<file path="src/rtl/fifo_pkg.sv">
// fifo_pkg: shared count-width helper and fifo_status_t {full, empty, almost_full, almost_empty} for sync_fifo_fwft
package fifo_pkg;
  function automatic int cnt_w(input int depth);
    return $clog2(depth + 1);
  endfunction
  typedef struct packed {
    logic full;
    logic empty;
    logic almost_full;
    logic almost_empty;
  } fifo_status_t;
endpackage

</file>
<file path="src/rtl/fifo_mem.sv">
// fifo_mem: WIDTH x DEPTH register array; ports clock, reset_n (async low, clears to '0), we/waddr/wdata write, raddr -> rdata async read
module fifo_mem
  import fifo_pkg::*;
#(
  parameter int WIDTH = 32,
  parameter int DEPTH = 8,
  parameter int AW = $clog2(DEPTH)
) (
  input  logic             clock,
  input  logic             reset_n,
  input  logic             we,
  input  logic [AW-1:0]    waddr,
  input  logic [WIDTH-1:0] wdata,
  input  logic [AW-1:0]    raddr,
  output logic [WIDTH-1:0] rdata
);
  logic [WIDTH-1:0] mem [DEPTH];
  always_ff @(posedge clock or negedge reset_n)
    if (!reset_n) mem <= '{default: '0};
    else if (we) mem[waddr] <= wdata;
  assign rdata = mem[raddr];
endmodule

</file>
<file path="src/rtl/sync_fifo_fwft.sv">
// sync_fifo_fwft: FWFT FIFO; ports clock, reset_n, flush, wr/data_in, rd/data_out, full, empty, almost_full, almost_empty, count, overflow/underflow/clr_err (live only with SYNC_FIFO_ERR_FLAGS_EN)
module sync_fifo_fwft
  import fifo_pkg::*;
#(
  parameter int WIDTH = 32,
  parameter int DEPTH = 8,
  parameter int AF_MARGIN = 1,
  parameter int AE_MARGIN = 1
) (
  input  logic                      clock,
  input  logic                      reset_n,
  input  logic                      flush,
  input  logic                      wr,
  input  logic [WIDTH-1:0]          data_in,
  input  logic                      rd,
  output logic [WIDTH-1:0]          data_out,
  output logic                      full,
  output logic                      empty,
  output logic                      almost_full,
  output logic                      almost_empty,
  output logic [cnt_w(DEPTH)-1:0]   count,
  output logic                      overflow,
  output logic                      underflow,
  input  logic                      clr_err
);
  localparam int AW = $clog2(DEPTH);
  localparam int CW = cnt_w(DEPTH);
  logic [AW-1:0] wr_ptr, rd_ptr;
  logic wr_ok, rd_ok;
  fifo_status_t st;
  assign st.full = count == CW'(DEPTH);
  assign st.empty = count == '0;
  assign st.almost_full = count >= CW'(DEPTH - AF_MARGIN);
  assign st.almost_empty = count <= CW'(AE_MARGIN);
  assign {full, empty, almost_full, almost_empty} = st;
  assign wr_ok = !flush && wr && (!st.full || rd);
  assign rd_ok = !flush && rd && !st.empty;
  fifo_mem #(.WIDTH(WIDTH), .DEPTH(DEPTH)) u_mem (
    .clock(clock), .reset_n(reset_n), .we(wr_ok), .waddr(wr_ptr),
    .wdata(data_in), .raddr(rd_ptr), .rdata(data_out)
  );
  always_ff @(posedge clock or negedge reset_n)
    if (!reset_n) begin
      wr_ptr <= '0;
      rd_ptr <= '0;
      count <= '0;
    end else if (flush) begin
      wr_ptr <= '0;
      rd_ptr <= '0;
      count <= '0;
    end else begin
      if (wr_ok) wr_ptr <= wr_ptr + 1'b1;
      if (rd_ok) rd_ptr <= rd_ptr + 1'b1;
      count <= count + CW'(wr_ok) - CW'(rd_ok);
    end
`ifdef SYNC_FIFO_ERR_FLAGS_EN
  always_ff @(posedge clock or negedge reset_n)
    if (!reset_n) begin
      overflow <= 1'b0;
      underflow <= 1'b0;
    end else begin
      overflow <= (!flush && wr && st.full && !rd) || (overflow && !clr_err);
      underflow <= (!flush && rd && st.empty) || (underflow && !clr_err);
    end
`else
  logic unused_clr_err;
  assign unused_clr_err = clr_err;
  assign overflow = 1'b0;
  assign underflow = 1'b0;
`endif
endmodule

</file>
<file path="config.mk">
export PLATFORM = sky130hd
export DESIGN_NAME = sync_fifo_fwft
export DESIGN_NICKNAME = d
export VERILOG_FILES = /design/src/rtl/fifo_pkg.sv /design/src/rtl/fifo_mem.sv /design/src/rtl/sync_fifo_fwft.sv
export SDC_FILE = /design/constraint.sdc
export NUM_CORES = 1
export LEC_CHECK = 0
export ABC_AREA = 1
export BUFFER_PORTS_ARGS = -buffer_cell sky130_fd_sc_hd__buf_2
export CAP_MARGIN = 10
export CORE_MARGIN = 4
export CORE_UTILIZATION = 50
export CTS_BUF_LIST = sky130_fd_sc_hd__clkbuf_8
export DETAILED_ROUTE_END_ITERATION = 10
export MAX_ROUTING_LAYER = met4
export PLACE_DENSITY = 0.75
export SLEW_MARGIN = 5
export SYNTH_ARGS = -nofsm -noshare
export SYNTH_HDL_FRONTEND = slang
export SYNTH_SLANG_ARGS = --single-unit
</file>
<file path="constraint.sdc">
create_clock -name clock -period 2.85 [get_ports clock]
set_input_delay 0.4275 -clock clock [delete_from_list [all_inputs] [get_ports clock]]
set_output_delay 0.4275 -clock clock [all_outputs]
set_load 0.02 [all_outputs]
</file>
### Word level (Yosys, flattened, before mapping)

Cells that the tools add are included.

* add/sub/neg operators: 4
* $mul: 0
* div/mod/pow operators: 0
* magnitude comparators: 5
* equal/unequal tests: 1
* shift-type cells: 0
* multiplexer cells: 11
* bitwise operators: 2
* reduce and logical (&&, ||, !) cells: 12

Operators with widths (number)
* bitwise mux 256 bit: 1
* binary-select mux 32 bit (select 3 bit): 1
* demux 32 bit (select 3 bit): 1
* 2-to-1 mux 32 bit: 3
* 2-to-1 mux 3 bit: 4
* greater-or-equal comparator 4 bit, second input constant: 2
* NOT 3 -> 4 bit: 2
* adder 3 x 1 -> 3 bit, second input constant: 2
* logical AND 1 bit: 5
* adder 4 x 1 -> 4 bit: 1
* == test 4 bit, second input constant: 1
* greater-or-equal comparator 4 x 3 -> 1 bit, second input constant: 1
* less-or-equal comparator 4 x 1 -> 1 bit, second input constant: 1
* logical NOT 4 bit: 1
* less-than comparator 4 x 1 -> 1 bit, second input constant: 1
* 2-to-1 mux 4 bit: 1
* nonzero test 2 bit: 2
* subtractor 4 x 1 -> 4 bit: 1
* logical NOT 1 bit: 3
* logical OR 1 bit: 1

* register bits: 266
* bits in latches: 0
* memory bits (writable): 0
* bits in read-only memories: 0
* input port bits: 38
* output and inout port bits: 42
* logic and storage cells: 46
* memories kept: 0

### Logic depth before layout (Yosys ltp)

* depth in word-level cells: 7
* depth in mapped cells: 12
* depth with buffers taken out: 12

### Modules after synthesis

A second synthesis with hierarchy kept.

* cell total of the unflattened synthesis: 1797
* area total of the unflattened synthesis: 13177.6 sq um

Modules (own cells, without submodules)
* fifo_mem: instances 1, cells an instance 1716, area each 12467.0 sq um, seq. area each 6406.1 sq um
* sync_fifo_fwft: instances 1, cells an instance 81, area each 710.7 sq um, seq. area each 250.2 sq um

### Worst setup path before layout

Ideal clock, no wire load.

* path type: register -> register
* start point: register count[2]
* end point: register count[2]
* library setup time: 123 ps
* data arrival time: 2259 ps
* required time: 2727 ps
* slack: 468 ps
* cell stages (with the launch flop): 12
* path buffers: 1
* period minus slack after synthesis: 2382 ps
* path through: dfrtp_1 inv_1 ha_1 nand3_1 buf_2 nand2_1 ha_1 inv_1 ha_1 fa_1 o21ai_0 a21oi_1

* word-level cells in the longest chain between the ends: 7
* elaborated cells on any way between the ends: 10
* those cells by class: 2 x add/sub; 1 x eq/ne; 1 x mux; 6 x reduce/logical

RTL lines
* start, declared: line sync_fifo_fwft.sv:21 `output logic [cnt_w(DEPTH)-1:0] count,`
* start signal, assigned: line sync_fifo_fwft.sv:54 `count <= count + CW'(wr_ok) - CW'(rd_ok);`
* == test 4 bit: line sync_fifo_fwft.sv:31 `assign st.full = count == CW'(DEPTH);`
* logical NOT 1 bit: line sync_fifo_fwft.sv:36 `assign wr_ok = !flush && wr && (!st.full || rd);`
* logical OR 1 bit: line sync_fifo_fwft.sv:36
* logical AND 1 bit: line sync_fifo_fwft.sv:36
* adder 4 x 1 -> 4 bit: line sync_fifo_fwft.sv:54
* subtractor 4 x 1 -> 4 bit (*): line sync_fifo_fwft.sv:54
* 2-to-1 mux 4 bit (*): line sync_fifo_fwft.sv:47 `end else if (flush) begin`

Every way passes the cells marked *; elsewhere a longest branch is shown, timed or not.
A chain may end at the register's enable or synchronous reset.

### Final worst setup path

* start point: register rd_ptr[0]
* end point: output data_out[24]

* word-level cells in the longest chain between the ends: 4

RTL lines
* start, declared: line sync_fifo_fwft.sv:28 `logic [AW-1:0] wr_ptr, rd_ptr;`
* start signal, assigned: line sync_fifo_fwft.sv:53 `if (rd_ok) rd_ptr <= rd_ptr + 1'b1;`
* NOT 3 -> 4 bit (implied by the code): line fifo_mem.sv:21 `assign rdata = mem[raddr];`
* binary-select mux 32 bit (select 3 bit): line fifo_mem.sv:21
* 2-to-1 mux 32 bit (implied by the code) (2 in series): line fifo_mem.sv:21
* end, declared: line sync_fifo_fwft.sv:16 `output logic [WIDTH-1:0] data_out,`

Every way passes these cells. The select of a mux whose other input is x is not followed.

==> results summary <==
The flow ran to the end, and the final reports show no timing, DRC or antenna violations. During I/O placement, the number of pins put on the boundary was 80. By area the synthesized netlist is led by sky130_fd_sc_hd__dfrtp_1, sky130_fd_sc_hd__nand2_1, sky130_fd_sc_hd__nand4_1, sky130_fd_sc_hd__inv_1, sky130_fd_sc_hd__nand3_1.

The maximum number of pins on one net before global-route repair is 146. For the final routed database, the setup TNS stands at 0 ns. The initial standard-cell utilization of the core is 0.507.

The area growth from synthesis to layout came out at 11.3%. The number of rows in the core area came out at between 60 and 70. The post-synthesis register bit count is between 200 and 300. Counting every instance in the synthesized netlist gives approximately 2,100. TritonCTS built the clock tree. The power density over the cells is 894 mW/mm^2. The pre-CTS worst setup slack came out at a little under 0.5 ns. STA classifies the critical path startpoint as a flop. The average wire per cell in the routed design is approximately 17 um.

The worst register-to-register path has a depth of 7. The final-report setup violation count came out at 0. The number of buffers on the longest clock path is 3.

Summed over all instances, the cell type with the most area after synthesis is sky130_fd_sc_hd__dfrtp_1. The die extent in x came out at between 150 and 200 um. The via count of the first global-routing pass is 13,201.

The area of the mapped netlist came out at approximately 0.015 mm^2. The leakage power of the design is between 0.009 and 0.01 uW. Across every metal layer, demand over resource in global routing totals 0.274. The clock sink count came out at 266. The number of input and output port buffers inserted came out at 76. The placed instances occupy a cell area of roughly 0.015 mm^2. Data on the critical path is required at its endpoint by between 2 and 2.5 ns. The proportion of layout cells with a drive suffix above 1 came out at 0.101.

The area occupied by multi-input gates is 0.00630 mm^2. The maximum fanout count along the critical path came out at 47. The number of cells on the worst hold path is 2. The half-perimeter wire length of the detailed placement result is 23,800 um. In the layout the commonest cells are sky130_fd_sc_hd__nand2_1, sky130_fd_sc_hd__dfrtp_1, sky130_fd_sc_hd__nand4_1, sky130_fd_sc_hd__inv_1, sky130_fd_sc_hd__nand3_1. The routability congestion estimate came out at about 0.82. The total iterations of the first detailed-routing run is 5. The count of pins over their slew limit is 0. The first-pass GRT wire length is a little under 70,000 um. Leaving out fill and tap cells, the most frequent cell in the layout is sky130_fd_sc_hd__nand2_1. The CTS buffer count came out at 47. The reported max-cap violation count is 0. The detailed-route DRC error count is 0. Fill cells in the final layout number between 2,000 and 3,000. Headroom to the max-slew limit came out at 0.297. Registers take 0.00666 mm^2.

In the finished design, the share of the clock period the worst path needs comes to 0.947. The final worst slack came out at roughly 0.15 ns. The maximum vdd ir drop came out at 0.000402 V.

The number of hold violations in the final report is 0. Of the synthesized area, sequential elements account for 0.459. In this run the worst hold path is classified as input port to flop. Summed over all layers, the global routing overflow is 0. The clock latency reported for the late side of the worst-skew pair came out at ~0.57 ns. The antenna cell count is 0. The die boundary height came out at 178 um. The finished cells cover between 0.015 and 0.02 mm^2. Data arrives at the worst endpoint at approximately 2.3 ns.

The total area inside the core boundary comes to about 0.029 mm^2. The setup clock skew after layout is around 0.016 ns. The floorplan step defined a die boundary enclosing between 0.03 and 0.04 mm^2. The average via count per standard cell is between 5 and 6. The actual transition at the worst max-transition pin came out at around 1.1 ns. The mean instance size in the synthesized netlist is around 7 um^2. The final hold slack is 0.0792 ns. The number of distinct standard cells referenced by the synthesized netlist is 21. CTS placed an instance of sky130_fd_sc_hd__clkbuf_8 at the clock tree root.

The number of routed nets with antenna violations came out at 0. The area fraction of the dominant cell type after synthesis came out at 0.459. The count of nets after finishing came out at approximately 2,100. After layout, the minimum clock period comes to between 2 and 3 ns. Setup repair after global routing left no endpoint under its margin. The count of vias placed by the detailed router is around 14,000. Derived from the worst setup path, the maximum achievable clock frequency is between 300 and 400 MHz. The register clock-pin slew on the reported worst setup and hold paths came out at about 0.05 ns. The number of antenna violations at the first check in global routing was 0. The first-iteration detailed-routing DRC count came out at 1,307.

Yosys printed 0 warnings. The kind of end point of the critical path is an output port. The detailed-route wire length came out at about 42,000 um. By startpoint and endpoint, the worst setup path is classified as flop to output port. The number of levels the H-tree was split into is 2.
==> Yosys cell counts <==
cell type / count
sky130_fd_sc_hd__buf_2: 51
sky130_fd_sc_hd__clkbuf_1: 87
sky130_fd_sc_hd__nor3b_1: 1
sky130_fd_sc_hd__o21ai_0: 1
sky130_fd_sc_hd__nor2_1: 13
sky130_fd_sc_hd__nand4_1: 257
sky130_fd_sc_hd__buf_4: 2
sky130_fd_sc_hd__dfrtp_1: 266
sky130_fd_sc_hd__clkbuf_2: 32
sky130_fd_sc_hd__clkinv_1: 1
sky130_fd_sc_hd__xor2_1: 2
sky130_fd_sc_hd__a21o_1: 1
sky130_fd_sc_hd__buf_1: 16
sky130_fd_sc_hd__fa_1: 1
sky130_fd_sc_hd__conb_1: 1
sky130_fd_sc_hd__nand3_1: 115
sky130_fd_sc_hd__inv_2: 2
sky130_fd_sc_hd__ha_1: 10
sky130_fd_sc_hd__inv_1: 209
sky130_fd_sc_hd__nand2_1: 1011
sky130_fd_sc_hd__a21oi_1: 4
==> report_power, final <==
part | switching [uW] | leakage [uW] | internal [uW]
Sequential | 595 | 0.00355 | 4760
Combinational | 3800 | 0.00504 | 1780
Clock | 1610 | 0.000553 | 1890
==> path summary, 6_finish.rpt <==
kind                                      startpoint                          to  slack, ns
max reg2reg                       count[2]$_DFF_PN0_  u_mem.mem[169]$_DFFE_PN0P_       0.41
min in group asynchronous                    reset_n   u_mem.mem[95]$_DFFE_PN0P_       0.45
min reg2reg                u_mem.mem[57]$_DFFE_PN0P_   u_mem.mem[57]$_DFFE_PN0P_       0.47
min                                            flush          count[1]$_DFF_PN0_       0.08
max                            rd_ptr[0]$_DFFE_PN0P_                data_out[24]       0.15
max in group asynchronous                    reset_n   u_mem.mem[72]$_DFFE_PN0P_       1.44
==> logic make-up after synthesis <==
logic type,after synthesis,share of synthesized area
buffers and inverters,400,0.111
XOR/XNOR,2,0.00121
AND/OR/NAND/NOR,1397,0.416
flip-flops,266,0.459
other,1,0.000259
AO/OA/AOI/OAI,6,0.00224
adder cells (fa/ha/maj),11,0.0100
==> repair_timing <==
item | 4_1_cts | 5_1_grt
gates resized for setup | 0 | 3
setup buffers | 0 | 1
endpoints found under the setup margin | 0 | 24
hold buffers | 1 | 0
hold endpoints to repair | 79 | 0
==> per-stage QoR <==
step	cells	power, uW	util
6_report	2499	14400	0.564
5_1_grt	2499	15500	0.564
4_1_cts	2498	14400	0.563
3_5_place_dp	2413	10900	0.530
3_3_place_gp	2413	10800	0.530
2_1_floorplan	2084	9180	-
==> worst max-delay path: stages, from the launching register on <==
cell and delay [ns]:
sky130_fd_sc_hd__dfrtp_4 0.62, sky130_fd_sc_hd__inv_8 0.20, sky130_fd_sc_hd__buf_12 0.25, sky130_fd_sc_hd__nand2_1 0.08, sky130_fd_sc_hd__nand2_1 0.07, sky130_fd_sc_hd__nand2_1 0.05
sky130_fd_sc_hd__nand2_1 0.06, sky130_fd_sc_hd__nand2_1 0.05, sky130_fd_sc_hd__nand2_1 0.11, sky130_fd_sc_hd__buf_2 0.18
==> layer usage <==
metal  part of all wire  global-route usage  vias to the layer above
met4              0.019              0.0777                        0
met5                  0                   -                        -
li1                   -                   -                     6548
met3              0.079              0.0405                       63
met2               0.47               0.429                      585
met1               0.43               0.374                     6475
==> final cells by class <==
cell class | count | share of cell area
clock buffers | 60 | 0.0512
clock inverters | 24 | 0.00690
inverters | 212 | 0.0498
multi-input cells | 1418 | 0.390
flip-flops and latches | 266 | 0.413
well taps | 384 | 0.0298
repair buffers | 135 | 0.0595
==> flip-flops by register name, indices dropped and copies added, names as in the netlist <==
name,cells
count,4
rd_ptr,3
u_mem.mem,256
wr_ptr,3
No activity file was read; power rests on OpenSTA's default activity.
